===== config.mk =====
export PLATFORM = sky130hd
export DESIGN_NAME = simon_seq_player
export DESIGN_NICKNAME = d
export VERILOG_FILES = /design/src/rtl/simon_seq_player.sv
export SDC_FILE = /design/constraint.sdc
export NUM_CORES = 1
export LEC_CHECK = 0
export ABC_CLOCK_PERIOD_IN_PS = 3300
export CORE_UTILIZATION = 58
export DETAILED_ROUTE_END_ITERATION = 12
export GPL_TIMING_DRIVEN = 0
export HOLD_SLACK_MARGIN = 0.05
export PLACE_DENSITY = 0.82
export RECOVER_POWER = 25
export REMOVE_ABC_BUFFERS = 1
export SLEW_MARGIN = 15
export SYNTH_ARGS = -nofsm -noshare
export SYNTH_HDL_FRONTEND = slang
export SYNTH_SLANG_ARGS = --single-unit

===== constraint.sdc =====
create_clock -name clk -period 3.3 [get_ports clk]
set_clock_uncertainty 0.1 [all_clocks]
set_input_delay 0.99 -clock clk [delete_from_list [all_inputs] [get_ports clk]]
set_output_delay 0.99 -clock clk [all_outputs]
set_load 0.02 [all_outputs]

===== src/rtl/simon_seq_player.sv =====
// simon_seq_player
//   Sequence player and checker for the memory game. Each round it appends one
//   symbol from the random generator to an internal buffer. It then plays the
//   whole buffer back, with each symbol lit for SHOW_CYCLES clocks followed by
//   SHOW_CYCLES dark clocks. Finally it checks the player's presses against the
//   buffer.
//
//   Optional feature macro: SIMON_TIMEOUT_EN. When it is defined, a player who
//   makes no press for TIMEOUT_CYCLES clocks in WAIT_IN loses the game.
//
// Ports
//   clk, reset_n   : clock and asynchronous active-low reset
//   rand_num[1:0]  : random symbol, sampled only while appending
//   start          : one-cycle pulse, begins a new game from IDLE/WIN/LOSE
//   btn_valid      : one-cycle pulse, btn_code carries a debounced press
//   btn_code[1:0]  : pressed symbol
//   show_valid     : a symbol is being displayed
//   show_code[1:0] : displayed symbol, 0 when show_valid is low
//   await_input    : waiting for the player's presses
//   round_len      : current sequence length
//   win, lose      : held game result
//
// Handshake: btn_valid and start are plain one-cycle strobes with no ready
// back-pressure. The block acts on a strobe only in the states that consume it
// and drops it silently in every other state, so nothing is queued.
module simon_seq_player #(
  parameter int MAX_LEN        = 16,
  parameter int SHOW_CYCLES    = 4,
  parameter int TIMEOUT_CYCLES = 1024
) (
  input  logic                         clk,
  input  logic                         reset_n,
  input  logic [1:0]                   rand_num,
  input  logic                         start,
  input  logic                         btn_valid,
  input  logic [1:0]                   btn_code,
  output logic                         show_valid,
  output logic [1:0]                   show_code,
  output logic                         await_input,
  output logic [$clog2(MAX_LEN+1)-1:0] round_len,
  output logic                         win,
  output logic                         lose
);

  localparam int LW = $clog2(MAX_LEN + 1);
  localparam int IW = $clog2(MAX_LEN);
  localparam int CW = (SHOW_CYCLES > 1) ? $clog2(SHOW_CYCLES) : 1;
  localparam logic [LW-1:0] LEN_MAX   = LW'(MAX_LEN);
  localparam logic [CW-1:0] HOLD_LAST = CW'(SHOW_CYCLES - 1);

  typedef enum logic [2:0] {
    S_IDLE,
    S_APPEND,
    S_SHOW,
    S_GAP,
    S_WAIT_IN,
    S_WIN,
    S_LOSE
  } state_e;

  state_e          state_q, state_d;
  logic [LW-1:0]   len_q, len_d;
  logic [IW-1:0]   idx_q, idx_d;
  logic [CW-1:0]   hold_q, hold_d;
  logic [1:0]      mem_q [MAX_LEN];
  logic [1:0]      mem_d [MAX_LEN];

  logic            last_sym;
  logic            hold_done;
  logic            to_expired;

  // idx points at the final buffered symbol.
  assign last_sym  = (LW'(idx_q) == (len_q - LW'(1)));
  assign hold_done = (hold_q == HOLD_LAST);

`ifdef SIMON_TIMEOUT_EN
  localparam int TW = $clog2(TIMEOUT_CYCLES + 1);
  logic [TW-1:0] to_q, to_d;

  // The counter runs only in WAIT_IN, so it reads zero on every entry. Any
  // press clears it.
  always_comb begin
    to_d = '0;
    if (state_q == S_WAIT_IN && !btn_valid) begin
      to_d = to_q + TW'(1);
    end
  end

  // Expiry is flagged during the TIMEOUT_CYCLES-th idle cycle in WAIT_IN.
  // A press in that same cycle is handled first in the next-state logic.
  assign to_expired = (to_q == TW'(TIMEOUT_CYCLES - 1));

  always_ff @(posedge clk or negedge reset_n) begin
    if (!reset_n) begin
      to_q <= '0;
    end else begin
      to_q <= to_d;
    end
  end
`else
  assign to_expired = 1'b0;
`endif

  always_comb begin
    state_d = state_q;
    len_d   = len_q;
    idx_d   = idx_q;
    hold_d  = hold_q;
    mem_d   = mem_q;
    unique case (state_q)
      S_IDLE, S_WIN, S_LOSE: begin
        if (start) begin
          state_d = S_APPEND;
          len_d   = '0;
          idx_d   = '0;
          hold_d  = '0;
        end
      end
      S_APPEND: begin
        // len_q < MAX_LEN here, because a full buffer ends in WIN instead.
        mem_d[len_q[IW-1:0]] = rand_num;
        len_d   = len_q + LW'(1);
        idx_d   = '0;
        hold_d  = '0;
        state_d = S_SHOW;
      end
      S_SHOW: begin
        if (hold_done) begin
          hold_d  = '0;
          state_d = S_GAP;
        end else begin
          hold_d = hold_q + CW'(1);
        end
      end
      S_GAP: begin
        if (hold_done) begin
          hold_d = '0;
          if (last_sym) begin
            idx_d   = '0;
            state_d = S_WAIT_IN;
          end else begin
            idx_d   = idx_q + IW'(1);
            state_d = S_SHOW;
          end
        end else begin
          hold_d = hold_q + CW'(1);
        end
      end
      S_WAIT_IN: begin
        if (btn_valid) begin
          if (btn_code == mem_q[idx_q]) begin
            if (!last_sym) begin
              idx_d = idx_q + IW'(1);
            end else if (len_q == LEN_MAX) begin
              state_d = S_WIN;
            end else begin
              state_d = S_APPEND;
            end
          end else begin
            state_d = S_LOSE;
          end
        end else if (to_expired) begin
          state_d = S_LOSE;
        end
      end
      default: state_d = S_IDLE;
    endcase
  end

  always_ff @(posedge clk or negedge reset_n) begin
    if (!reset_n) begin
      state_q <= S_IDLE;
      len_q   <= '0;
      idx_q   <= '0;
      hold_q  <= '0;
    end else begin
      state_q <= state_d;
      len_q   <= len_d;
      idx_q   <= idx_d;
      hold_q  <= hold_d;
    end
  end

  // Buffer contents are meaningless after reset, so they carry no reset.
  always_ff @(posedge clk) begin
    mem_q <= mem_d;
  end

  // Moore outputs decoded from the registered state.
  assign show_valid  = (state_q == S_SHOW);
  assign show_code   = show_valid ? mem_q[idx_q] : 2'b00;
  assign await_input = (state_q == S_WAIT_IN);
  assign round_len   = len_q;
  assign win         = (state_q == S_WIN);
  assign lose        = (state_q == S_LOSE);

endmodule


Yosys cells after proc, flatten, opt, wreduce, memory -nomap -nowiden:

Index checks and enable logic that the tools add are counted.

* output and inout port bits: 11
* register bits after elaboration: 46
* input port bits: 8

* add/subtract/negate cells: 4
* eq/ne operators: 17
* order comparisons: 3
* bitwise logic cells: 2
* mux-type cells: 28
* reductions and logical operators: 11

Operators by type and width (number)
* bitwise mux 32 bit: 1
* two-way mux 3 bit: 8
* two-way mux 4 bit: 6
* one-hot mux 4 bit (4 select lines): 1
* one-hot mux 3 bit (5 select lines): 1
* two-way mux 2 bit: 6
* >= comparator 5 bit (second input constant): 2
* NOT 4 -> 5 bit: 2
* one-hot mux 5 bit (2 select lines): 1
* equality test 3 bit (second input constant): 3
* binary-select mux 2 bit (select 4 bit): 1
* demux 2 bit (select 4 bit): 1
* inequality test 2 bit (second input constant): 4
* equality test 3 x 2 -> 1 bit (second input constant): 2
* one-hot mux 2 bit (3 select lines): 1
* AND reduction 6 bit: 1
* adder 5 x 1 -> 5 bit (second input constant): 1
* equality test 4 x 5 -> 1 bit: 1
* equality test 5 bit (second input constant): 1
* < comparator 5 x 1 -> 1 bit (second input constant): 1
* two-way mux 5 bit: 1
* AND reduction 5 bit: 1
* subtractor 5 x 1 -> 5 bit (second input constant): 1
* adder 4 x 1 -> 4 bit (second input constant): 1
* other kinds (14): 16

Logic depth before layout (Yosys ltp):

Gate-level depths: netlist (run 1).

* depth after elaboration: 8
* depth in mapped cells: 9
* mapped depth without buffers: 9

Worst setup path before layout (run 1):

Ideal clock, no wire load.

* kind: flip-flop to output port
* from: reg state_q[1]
* to: out show_code[0]
* data required time: 2.210 ns
* data arrival time: 1.853 ns
* slack: 0.357 ns
* stages on the path, launching flop included: 5
* cell sequence: dfrtp_1 > clkbuf_1 > clkbuf_1 > nor3b_1 > and3_1

* longest elaborated chain between the ends: 2

RTL lines
* start: declaration: line 61 `state_e state_q, state_d;`
* start signal: assignment: line 177 `state_q <= state_d;`
* equality test 3 x 2 -> 1 bit: line 190 `assign show_valid = (state_q == S_SHOW);`
* named net show_valid: line 37 `output logic show_valid,`
* two-way mux 2 bit: line 191 `assign show_code = show_valid ? mem_q[idx_q] : 2'b00;`
* end: declaration: line 38 `output logic [1:0] show_code,`

The timed path passes the listed nets, and every way through them passes these cells.

Final worst setup path (run 1):

* from: reg state_q[1]
* to: out await_input

* longest elaborated chain between the ends: 1

RTL lines
* equality test 3 bit: line 192 `assign await_input = (state_q == S_WAIT_IN);`
* end: declaration: line 39 `output logic await_input,`

No other way between the ends.

==> impl_metrics.env, run 1 <==
export IMPL_clk_transition_reported_paths_ns=0.08
export IMPL_cts_num_sinks=46
export IMPL_average_via_count_per_standard_cell=6.05
export IMPL_core_area_um2=4120
export IMPL_reg2reg_from="state_q[0]"
export IMPL_worstRegToRegCells=6
export IMPL_worst_slack_ns=0.102
export IMPL_grt_start_max_net_pins=21
export IMPL_final_max_slew_viol_count=0
export IMPL_worst_setup_path_start_kind="flip-flop"
export IMPL_yosys_most_used_dff="edfxtp_1"
export IMPL_floorplan_rows=23
export IMPL_finalSetupViolCount=0
export IMPL_hp_class="flip-flop to flip-flop"
export IMPL_fmax_ghz=0.313
export IMPL_chipWidth_um=68.5
export IMPL_dieHeight_um=68.5
export IMPL_critical_path_endpoint_type="primary output"
export IMPL_postRouteWirelength_mm=4.87
export IMPL_io_pins=19
export IMPL_timing_critical_path_to="await_input"
export IMPL_critical_path_startpoint="state_q[1]"
export IMPL_grt_antenna_before_repair=0
export IMPL_synth_top_area_share_pct=37.5
export IMPL_wl_per_cell_um=16.4
export IMPL_power_density_relative_to_cell_area_nw_per_um2=849
export IMPL_crit_path_max_fanout=20
export IMPL_layout_cells_most_common="edfxtp_1"
export IMPL_r2r_setup_slack_ns=0.66
export IMPL_synth_cell_type_count=52
export IMPL_run_status="complete, no violations"
export IMPL_clockRootBuffer="clkbuf_8"
export IMPL_num_antenna_cells=0
export IMPL_groute_usage_overall_pct=23.1
export IMPL_timing_final_hold_violations=0
export IMPL_place_area_um2=2740
export IMPL_worst_setup_path_type="flip-flop to primary output"
export IMPL_firstDrtPassIters=4
export IMPL_io_buffers=18
export IMPL_total_leakage_power_uw=0.00104
export IMPL_totalPowerFinal_uw=2450
export IMPL_crit_required_ns=2.21
export IMPL_grt_pass1_wl_mm=7.71
export IMPL_timing_max_slew_rel_slack_pct=55.9
export IMPL_postSynthCellCount=231
export IMPL_layout_filler_cells=317
export IMPL_antenna_violation_net_count_after_detailed_routing=0
export IMPL_synth_warn=0
export IMPL_cell_area_after_synthesis_um2=2560
export IMPL_finish_utilization_pct=70.1
export IMPL_tightest_slew_ns=0.660
export IMPL_critical_path_cell_chain="or3_1, inv_1, clkdlybuf4s50_1"
export IMPL_nets=261
export IMPL_die_area_um2=4690
export IMPL_cts_htree_levels=2
export IMPL_floorplan_initialDensity_pct=62.3
export IMPL_timing_critical_path_slowest_stage_cell="clkdlybuf4s50_1"
export IMPL_tritoncts="built"
export IMPL_synth_ff_latch_count=46
export IMPL_first_global_vias=1636
export IMPL_layout_cells_most_common_list="edfxtp_1, nor2_1, clkdlybuf4s50_1"
export IMPL_maxCapViolCount=0
export IMPL_async_flop_share_pct=30.4
export IMPL_postSynthAreaPerCell_um2=11.1
export IMPL_synth_seq_area_share_pct=51.1
export IMPL_grt_overflow_total=0
export IMPL_clock_latency_ns=0.29
export IMPL_drive_above_1_share_pct=11.3
export IMPL_remaining_drc_errors=0
export IMPL_cts_path_max_buffers=2
export IMPL_design_area_um2=2880
export IMPL_dpl_worst_slack_ns=-0.266
export IMPL_tritoncts_num_buffers=5
export IMPL_peak_per_stage_delay_on_the_critical_path_ns=0.62
export IMPL_syn2layout_area_growth_pct=12.4
export IMPL_period_share_pct=96.9
export IMPL_finalSetupTns_ns=0
export IMPL_synth_edf_count=32
export IMPL_final_weighted_congestion_in_routability_driven_placement=0.772
export IMPL_rr_endpoint="round_len[4]"
export IMPL_drt_first_iter_violations=256
export IMPL_place_detailed_hpwl_mm=3.31
export IMPL_netlist_top_cells_area="edfxtp_1, dfrtp_1, nor2_1, mux2i_1, ha_1"
export IMPL_detailroute_via_count=1796
export IMPL_rsz0062_at_grt="no"
export IMPL_synth_largest_area_cell="edfxtp_1"
export IMPL_period_needed_ns=3.20
export IMPL_arrival_ns=2.11
export IMPL_peakVddDrop_mv=0.440
[report_power, final]
part,internal (uW),leakage (uW),total (uW),switching [uW]
logic,544,0.000529,1170,624
registers,696,0.000460,876,180
clock network,226,0.0000514,405,179
[routing by layer]
metal	vias up	GRT usage, %	part of all wire, %
li1	877	-	-
met1	865	32.0	47
met2	50	36.4	47
met3	4	4.93	4.6
met4	0	6.77	0.70
met5	-	0	0
[how the worst min path moves through the flow]
stage / startpoint / to / slack, ns / depth (start not counted)
finish: hold_q[1] / hold_q[1] / 0.44 / 1
global route: hold_q[1] / hold_q[1] / 0.47 / 1
CTS: hold_q[1] / hold_q[1] / 0.45 / 1
detailed placement: hold_q[1] / hold_q[1] / 0.43 / 1
global placement: hold_q[1] / hold_q[1] / 0.41 / 1
floorplan: hold_q[1] / hold_q[1] / 0.39 / 1
[Yosys cell counts, types with 3 or more instances]
cell type	n
xnor2_1	5
nor3_1	7
a21o_1	3
nand4_1	3
mux2i_1	9
xor2_1	3
a22o_1	6
clkbuf_1	5
a31oi_1	3
inv_1	9
nand2b_1	5
ha_1	7
and2_1	3
and3_1	3
nor2b_1	6
o31ai_1	3
edfxtp_1	32
dfrtp_1	14
o22ai_1	4
nand3_1	6
nand2_1	11
nor2_1	27
o2bb2ai_1	3
a21oi_1	8
o21ai_1	3
o21ai_0	5
mux2_2	7
[cell type report]
class,instances,area (um2),area share [%]
flip-flops and latches,46,1320,45.7
multi-input cells,164,1150,40.0
repair buffers,20,205,7.12
clock buffers,6,72.6,2.52
well taps,50,62.6,2.17
clock inverters,2,37.5,1.30
inverters,9,33.8,1.17
[cells by family (layout without fill, tap and decap cells)]
family / after synthesis / after routing / share of synthesized area [%]
XOR/XNOR: 8 / 8 / 2.73
AO/OA/AOI/OAI: 53 / 53 / 15.9
flip-flops: 46 / 46 / 51.1
multiplexers: 19 / 19 / 8.20
AND/OR/NAND/NOR: 77 / 77 / 14.7
adder cells (fa/ha/maj): 7 / 7 / 3.41
buffers and inverters: 21 / 37 / 3.95
[timing repair]
action / in CTS / in global routing
hold buffers: 0 / 0
cloned: 0 / 0
resized for setup: 5 / 2
setup endpoints to repair: 3 / 1
buffers inserted: 2 / 0
[registers in the layout (all words and copies together), names as in the netlist]
signal / cells
hold_q: 2
idx_q: 4
mem_q: 32
round_len: 5
state_q: 3
[stage by stage]
stage,hold WS (ns),std cells
finish,0.442,297
global route,0.468,297
CTS,0.449,297
detailed placement,0.430,287
global placement,0.412,287
floorplan,0.391,219
[worst max-delay path: cells and delay by family (launching register included)]
kind	cells	cell delay (ns)
flip-flops	1	0.52
AND/OR/NAND/NOR	1	0.52
buffers and inverters	2	0.77
(Power assumes the default switching activity.)
==> run 2, diff against run 1 <==
CTS_BUF_LIST = sky130_fd_sc_hd__clkbuf_16   (was unset)
==> impl_metrics.env, run 2 (synthesis gave the netlist of run 1 again) <==
export IMPL_period_needed_ns=3.14
export IMPL_reg2reg_from="state_q[0]"
export IMPL_worst_path_dominant_cell_family="buffers and inverters"
export IMPL_syn2layout_area_growth_pct=14.7
export IMPL_grt_overflow_total=0
export IMPL_worst_setup_path_type="flip-flop to primary output"
export IMPL_largest_register_ffs=32
export IMPL_num_antenna_cells=0
export IMPL_power_density_relative_to_cell_area_nw_per_um2=880
export IMPL_drt_met1_wl_mm=2.29
export IMPL_run_status="complete, no violations"
export IMPL_worst_setup_path_start_kind="flip-flop"
export IMPL_grt_start_max_net_pins=21
export IMPL_io_buffers=18
export IMPL_dieHeight_um=68.5
export IMPL_timing_final_hold_violations=0
export IMPL_nets=261
export IMPL_cts_path_max_buffers=2
export IMPL_timing_critical_path_slowest_stage_cell="dfrtp_4"
export IMPL_floorplan_initialDensity_pct=62.3
export IMPL_critical_path_cell_chain="buf_4, mux2_1, o22ai_1, o21ai_1, and3_1, dlygate4sd2_1"
export IMPL_average_via_count_per_standard_cell=6.15
export IMPL_drt_first_iter_violations=253
export IMPL_peakVddDrop_mv=0.461
export IMPL_cts_num_sinks=46
export IMPL_critical_path_endpoint_type="primary output"
export IMPL_critical_path_startpoint="idx_q[0]"
export IMPL_rr_endpoint="round_len[4]"
export IMPL_postRouteWirelength_mm=4.89
export IMPL_worstRegToRegCells=6
export IMPL_worstSetupPathDepth=6
export IMPL_met2_length_mm=2.28
export IMPL_timing_max_slew_rel_slack_pct=55.8
export IMPL_tritoncts="built"
export IMPL_clk_transition_reported_paths_ns=0.06
export IMPL_detailroute_via_count=1827
export IMPL_rsz0062_at_grt="no"
export IMPL_drive_above_1_share_pct=11.3
export IMPL_ctsHoldBuffers=0
export IMPL_tightest_slew_ns=0.661
export IMPL_layout_cells_most_common="edfxtp_1"
export IMPL_first_global_vias=1635
export IMPL_tritoncts_num_buffers=5
export IMPL_peak_per_stage_delay_on_the_critical_path_ns=0.49
export IMPL_layoutNonFillerInstCount=297
export IMPL_cts_htree_levels=2
export IMPL_core_area_um2=4120
export IMPL_post_place_cells=287
export IMPL_maxCapViolCount=0
export IMPL_crit_buf_inv=2
export IMPL_final_weighted_congestion_in_routability_driven_placement=0.772
export IMPL_layout_cells_most_common_list="edfxtp_1, nor2_1, clkdlybuf4s50_1"
export IMPL_total_leakage_power_uw=0.00107
export IMPL_io_pins=19
export IMPL_firstDrtPassIters=4
export IMPL_grt_antenna_before_repair=0
export IMPL_totalPowerFinal_uw=2590
export IMPL_arrival_ns=2.05
export IMPL_reg_with_most_ffs="mem_q"
export IMPL_wl_per_cell_um=16.5
export IMPL_crit_required_ns=2.21
export IMPL_chipWidth_um=68.5
export IMPL_remaining_drc_errors=0
export IMPL_antenna_violation_net_count_after_detailed_routing=0
export IMPL_hp_class="flip-flop to flip-flop"
export IMPL_clockRootBuffer="clkbuf_16"
export IMPL_grt_pass1_wl_mm=7.73
export IMPL_place_detailed_hpwl_mm=3.31
export IMPL_final_max_slew_viol_count=0
export IMPL_crit_path_max_fanout=11
export IMPL_period_share_pct=95.1
export IMPL_floorplan_rows=23
export IMPL_fmax_ghz=0.319
export IMPL_wl_met3_um=247
export IMPL_groute_usage_overall_pct=23.0
export IMPL_finalSetupViolCount=0
export IMPL_timing_critical_path_to="show_code[1]"
export IMPL_clock_latency_ns=0.28
export IMPL_topRoutingLayerUsed="met4"
export IMPL_r2r_setup_slack_ns=0.54
export IMPL_die_area_um2=4690
-- run 2: changes by cell type in the layout (fill, tap and decap cells not counted) --
cell	before	now
clkbuf_1	1	0
clkbuf_16	0	5
clkbuf_8	5	0
clkdlybuf4s50_1	13	14
dfrtp_1	10	11
dfrtp_2	3	2
dlygate4sd3_1	3	2
inv_1	9	10
or3_1	1	0
or3_4	0	1
-- run 2: worst min path at each step --
stage                         start   endpoint  slack, ns  cells after the start
final                     hold_q[1]  hold_q[1]       0.44                      1
after global routing      hold_q[1]  hold_q[1]       0.46                      1
after CTS                 hold_q[1]  hold_q[1]       0.44                      1
after detailed placement  hold_q[1]  hold_q[1]       0.43                      1
after global placement    hold_q[1]  hold_q[1]       0.41                      1
after floorplan           hold_q[1]  hold_q[1]       0.39                      1
-- run 2: report_power, final --
part | switching (uW) | internal [uW]
Clock | 197 | 354
Sequential | 181 | 696
Combinational | 618 | 544
-- run 2: metal layers --
layer / track usage (%) / up-vias
met5: 0 / -
met4: 6.77 / 0
met3: 4.44 / 8
met2: 36.4 / 57
met1: 32.0 / 883
li1: - / 879
-- run 2: per-stage QoR --
step / worst slack [ns] / TNS [ns] / hold WS [ns] / instance area (um2) / util [%]
5_1_grt: 0.0503 / 0 / 0.461 / 2940 / 71.5
2_1_floorplan: 0.510 / 0 / 0.391 / 2500 / -
6_report: 0.160 / 0 / 0.435 / 2940 / 71.5
3_5_place_dp: -0.266 / -0.530 / 0.430 / 2740 / 66.6
4_1_cts: 0.0218 / 0 / 0.444 / 2940 / 71.4
3_3_place_gp: -0.234 / -0.436 / 0.412 / 2740 / 66.6
-- run 2: what timing repair did --
item / CTS / global route
gates resized for setup: 5 / 2
endpoints found under the setup margin: 3 / 1
setup buffers: 2 / 0
-- run 2: final cells by class --
class / count / area [um2]
sequential: 46 / 1320
fill: 306 / 1170
multi-input combinational: 164 / 1160
timing repair buffer: 20 / 205
clock buffer: 5 / 125
tap: 50 / 62.6
clock inverter: 3 / 41.3
inverter: 9 / 33.8
==> run 3, diff against run 2 <==
ABC_CLOCK_PERIOD_IN_PS = 3070   (was 3300)
clock period = 3.07 ns   (was 3.3 ns; I/O delays follow)
==> impl_metrics.env, run 3 (synthesis gave the netlist of run 1 again) <==
export IMPL_timing_final_hold_violations=0
export IMPL_layout_cells_most_common_list="edfxtp_1, nor2_1, clkdlybuf4s50_1"
export IMPL_arrival_ns=1.89
export IMPL_clockRootBuffer="clkbuf_16"
export IMPL_drt_first_iter_violations=282
export IMPL_antenna_violation_net_count_after_detailed_routing=0
export IMPL_fmax_ghz=0.343
export IMPL_io_buffers=18
export IMPL_rsz0062_at_grt="no"
export IMPL_final_weighted_congestion_in_routability_driven_placement=0.772
export IMPL_dieHeight_um=68.5
export IMPL_p_seq_share_pct=34.0
export IMPL_period_share_pct=94.8
export IMPL_firstDrtPassIters=4
export IMPL_floorplan_initialDensity_pct=62.3
export IMPL_remaining_drc_errors=0
export IMPL_largest_register_ffs=32
export IMPL_gr_usage_met1_pct=31.9
export IMPL_worst_path_dominant_cell_family="flip-flops"
export IMPL_first_global_vias=1650
export IMPL_timing_critical_path_slowest_stage_cell="dfrtp_4"
export IMPL_peak_per_stage_delay_on_the_critical_path_ns=0.49
export IMPL_crit_path_max_fanout=11
export IMPL_detailroute_via_count=1820
export IMPL_floorplan_rows=23
export IMPL_grt_met2_usage_pct=36.9
export IMPL_groute_layer_met3_usage_pct=4.44
export IMPL_clock_latency_ns=0.28
export IMPL_syn2layout_area_growth_pct=14.8
export IMPL_core_area_um2=4120
export IMPL_hold_worst_slack_ns=0.435
export IMPL_peakVddDrop_mv=0.494
export IMPL_critical_path_endpoint_type="primary output"
export IMPL_design_area_um2=2940
export IMPL_grt_start_max_net_pins=21
export IMPL_tritoncts="built"
export IMPL_timing_max_slew_rel_slack_pct=55.8
export IMPL_cts_path_max_buffers=2
export IMPL_worstSetupPathDepth=6
export IMPL_layout_cells_most_common="edfxtp_1"
export IMPL_io_pins=19
export IMPL_finalSetupViolCount=0
export IMPL_power_report_internal_total_uw=1710
export IMPL_grt_overflow_total=0
export IMPL_worst_setup_path_start_kind="flip-flop"
export IMPL_power_density_relative_to_cell_area_nw_per_um2=945
export IMPL_wl_per_cell_um=16.6
export IMPL_place_area_um2=2740
export IMPL_worst_setup_path_type="flip-flop to primary output"
export IMPL_die_area_um2=4690
export IMPL_num_antenna_cells=0
export IMPL_tritoncts_num_buffers=5
export IMPL_cts_num_sinks=46
export IMPL_drive_above_1_share_pct=13.0
export IMPL_place_detailed_hpwl_mm=3.31
export IMPL_critical_path_cell_chain="buf_12, mux2i_1, a22o_1, o21ai_1, and3_1, clkbuf_2"
export IMPL_clock_power_share_pct=21.3
export IMPL_worstRegToRegCells=9
export IMPL_postRouteWirelength_mm=4.92
export IMPL_worst_slack_ns=0.158
export IMPL_maxCapViolCount=0
export IMPL_power_share_switching_pct=38.4
export IMPL_run_status="complete, no violations"
export IMPL_average_via_count_per_standard_cell=6.13
export IMPL_chipWidth_um=68.5
export IMPL_ctsHoldBuffers=0
export IMPL_nets=261
export IMPL_cts_htree_levels=2
export IMPL_clk_transition_reported_paths_ns=0.06
export IMPL_dpl_worst_slack_ns=-0.427
export IMPL_hp_class="flip-flop to flip-flop"
export IMPL_global_route_peak_usage_layer="met2"
export IMPL_final_max_slew_viol_count=0
export IMPL_crit_required_ns=2.05
export IMPL_reg_with_most_ffs="mem_q"
export IMPL_grt_antenna_before_repair=0
export IMPL_groute_usage_overall_pct=23.1
export IMPL_totalPowerFinal_uw=2780
export IMPL_period_needed_ns=2.91
export IMPL_grt_pass1_wl_mm=7.76
export IMPL_worst_hold_path_num_cells=1
export IMPL_switching_power_uw=1070
export IMPL_crit_buf_inv=2
export IMPL_total_leakage_power_uw=0.00109
export IMPL_pwr_share_comb_pct=44.7
export IMPL_tightest_slew_ns=0.661
## run 3: cell count changes in the layout (fill, tap and decap cells not counted), sizes merged
| cell | delta |
|---|---|
| dlymetal6s2s | +1 |
| clkbuf | +2 |
| dlygate4sd2 | -2 |
| clkdlybuf4s50 | -1 |
## run 3: layout make-up
type / instances / area [um2]
fill: 305 / 1170
clock buffer: 5 / 125
timing repair buffer: 20 / 204
multi-input combinational: 164 / 1160
inverter: 9 / 33.8
tap: 50 / 62.6
clock inverter: 3 / 41.3
sequential: 46 / 1320
## run 3: per-stage QoR
stage	TNS, ns	std cells	utilization [%]
4_1_cts	0	297	71.5
2_1_floorplan	0	219	-
6_report	0	297	71.5
3_3_place_gp	-0.758	287	66.6
5_1_grt	0	297	71.5
3_5_place_dp	-0.852	287	66.6
## run 3: final timing paths
path,endpoint,slack [ns],startpoint
worst max register to register,idx_q[0],0.42,round_len[0]
worst min-delay path,hold_q[1],0.44,hold_q[1]
worst max-delay path,show_code[1],0.16,idx_q[0]
min in group asynchronous,hold_q[0],1.02,reset_n
worst min register to register,hold_q[1],0.44,hold_q[1]
max in group asynchronous,idx_q[0],1.37,reset_n
## run 3: timing repair
| item | in CTS | in global routing |
|---|---|---|
| gates resized for setup | 7 | 8 |
| setup buffers | 2 | 0 |
| endpoints found under the hold margin | 0 | 0 |
| endpoints found under the setup margin | 3 | 3 |
## run 3: routing by layer
| metal | vias up | routed length (um) |
|---|---|---|
| met5 | - | 0 |
| met3 | 6 | 265 |
| met1 | 880 | 2280 |
| li1 | 877 | - |
| met2 | 57 | 2320 |
| met4 | 0 | 57 |
## run 3: power groups by stage
| stage | Sequential (uW) | Clock, uW | Combinational [uW] |
|---|---|---|---|
| floorplan | 958 | 0 | 863 |
| global placement | 993 | 0 | 1130 |
| detailed placement | 998 | 0 | 1160 |
| CTS | 937 | 594 | 1240 |
| global route | 968 | 626 | 1360 |
| finish | 946 | 593 | 1250 |
## run 3: worst register-to-register path: stages, from the launching register on
cell	delay, ns
dfrtp_1	0.51
inv_1	0.14
ha_1	0.26
xor2_1	0.14
a32oi_1	0.10
a2111oi_4	0.57
or2_1	0.23
nor2_1	0.08
a211oi_1	0.27
a31oi_1	0.08
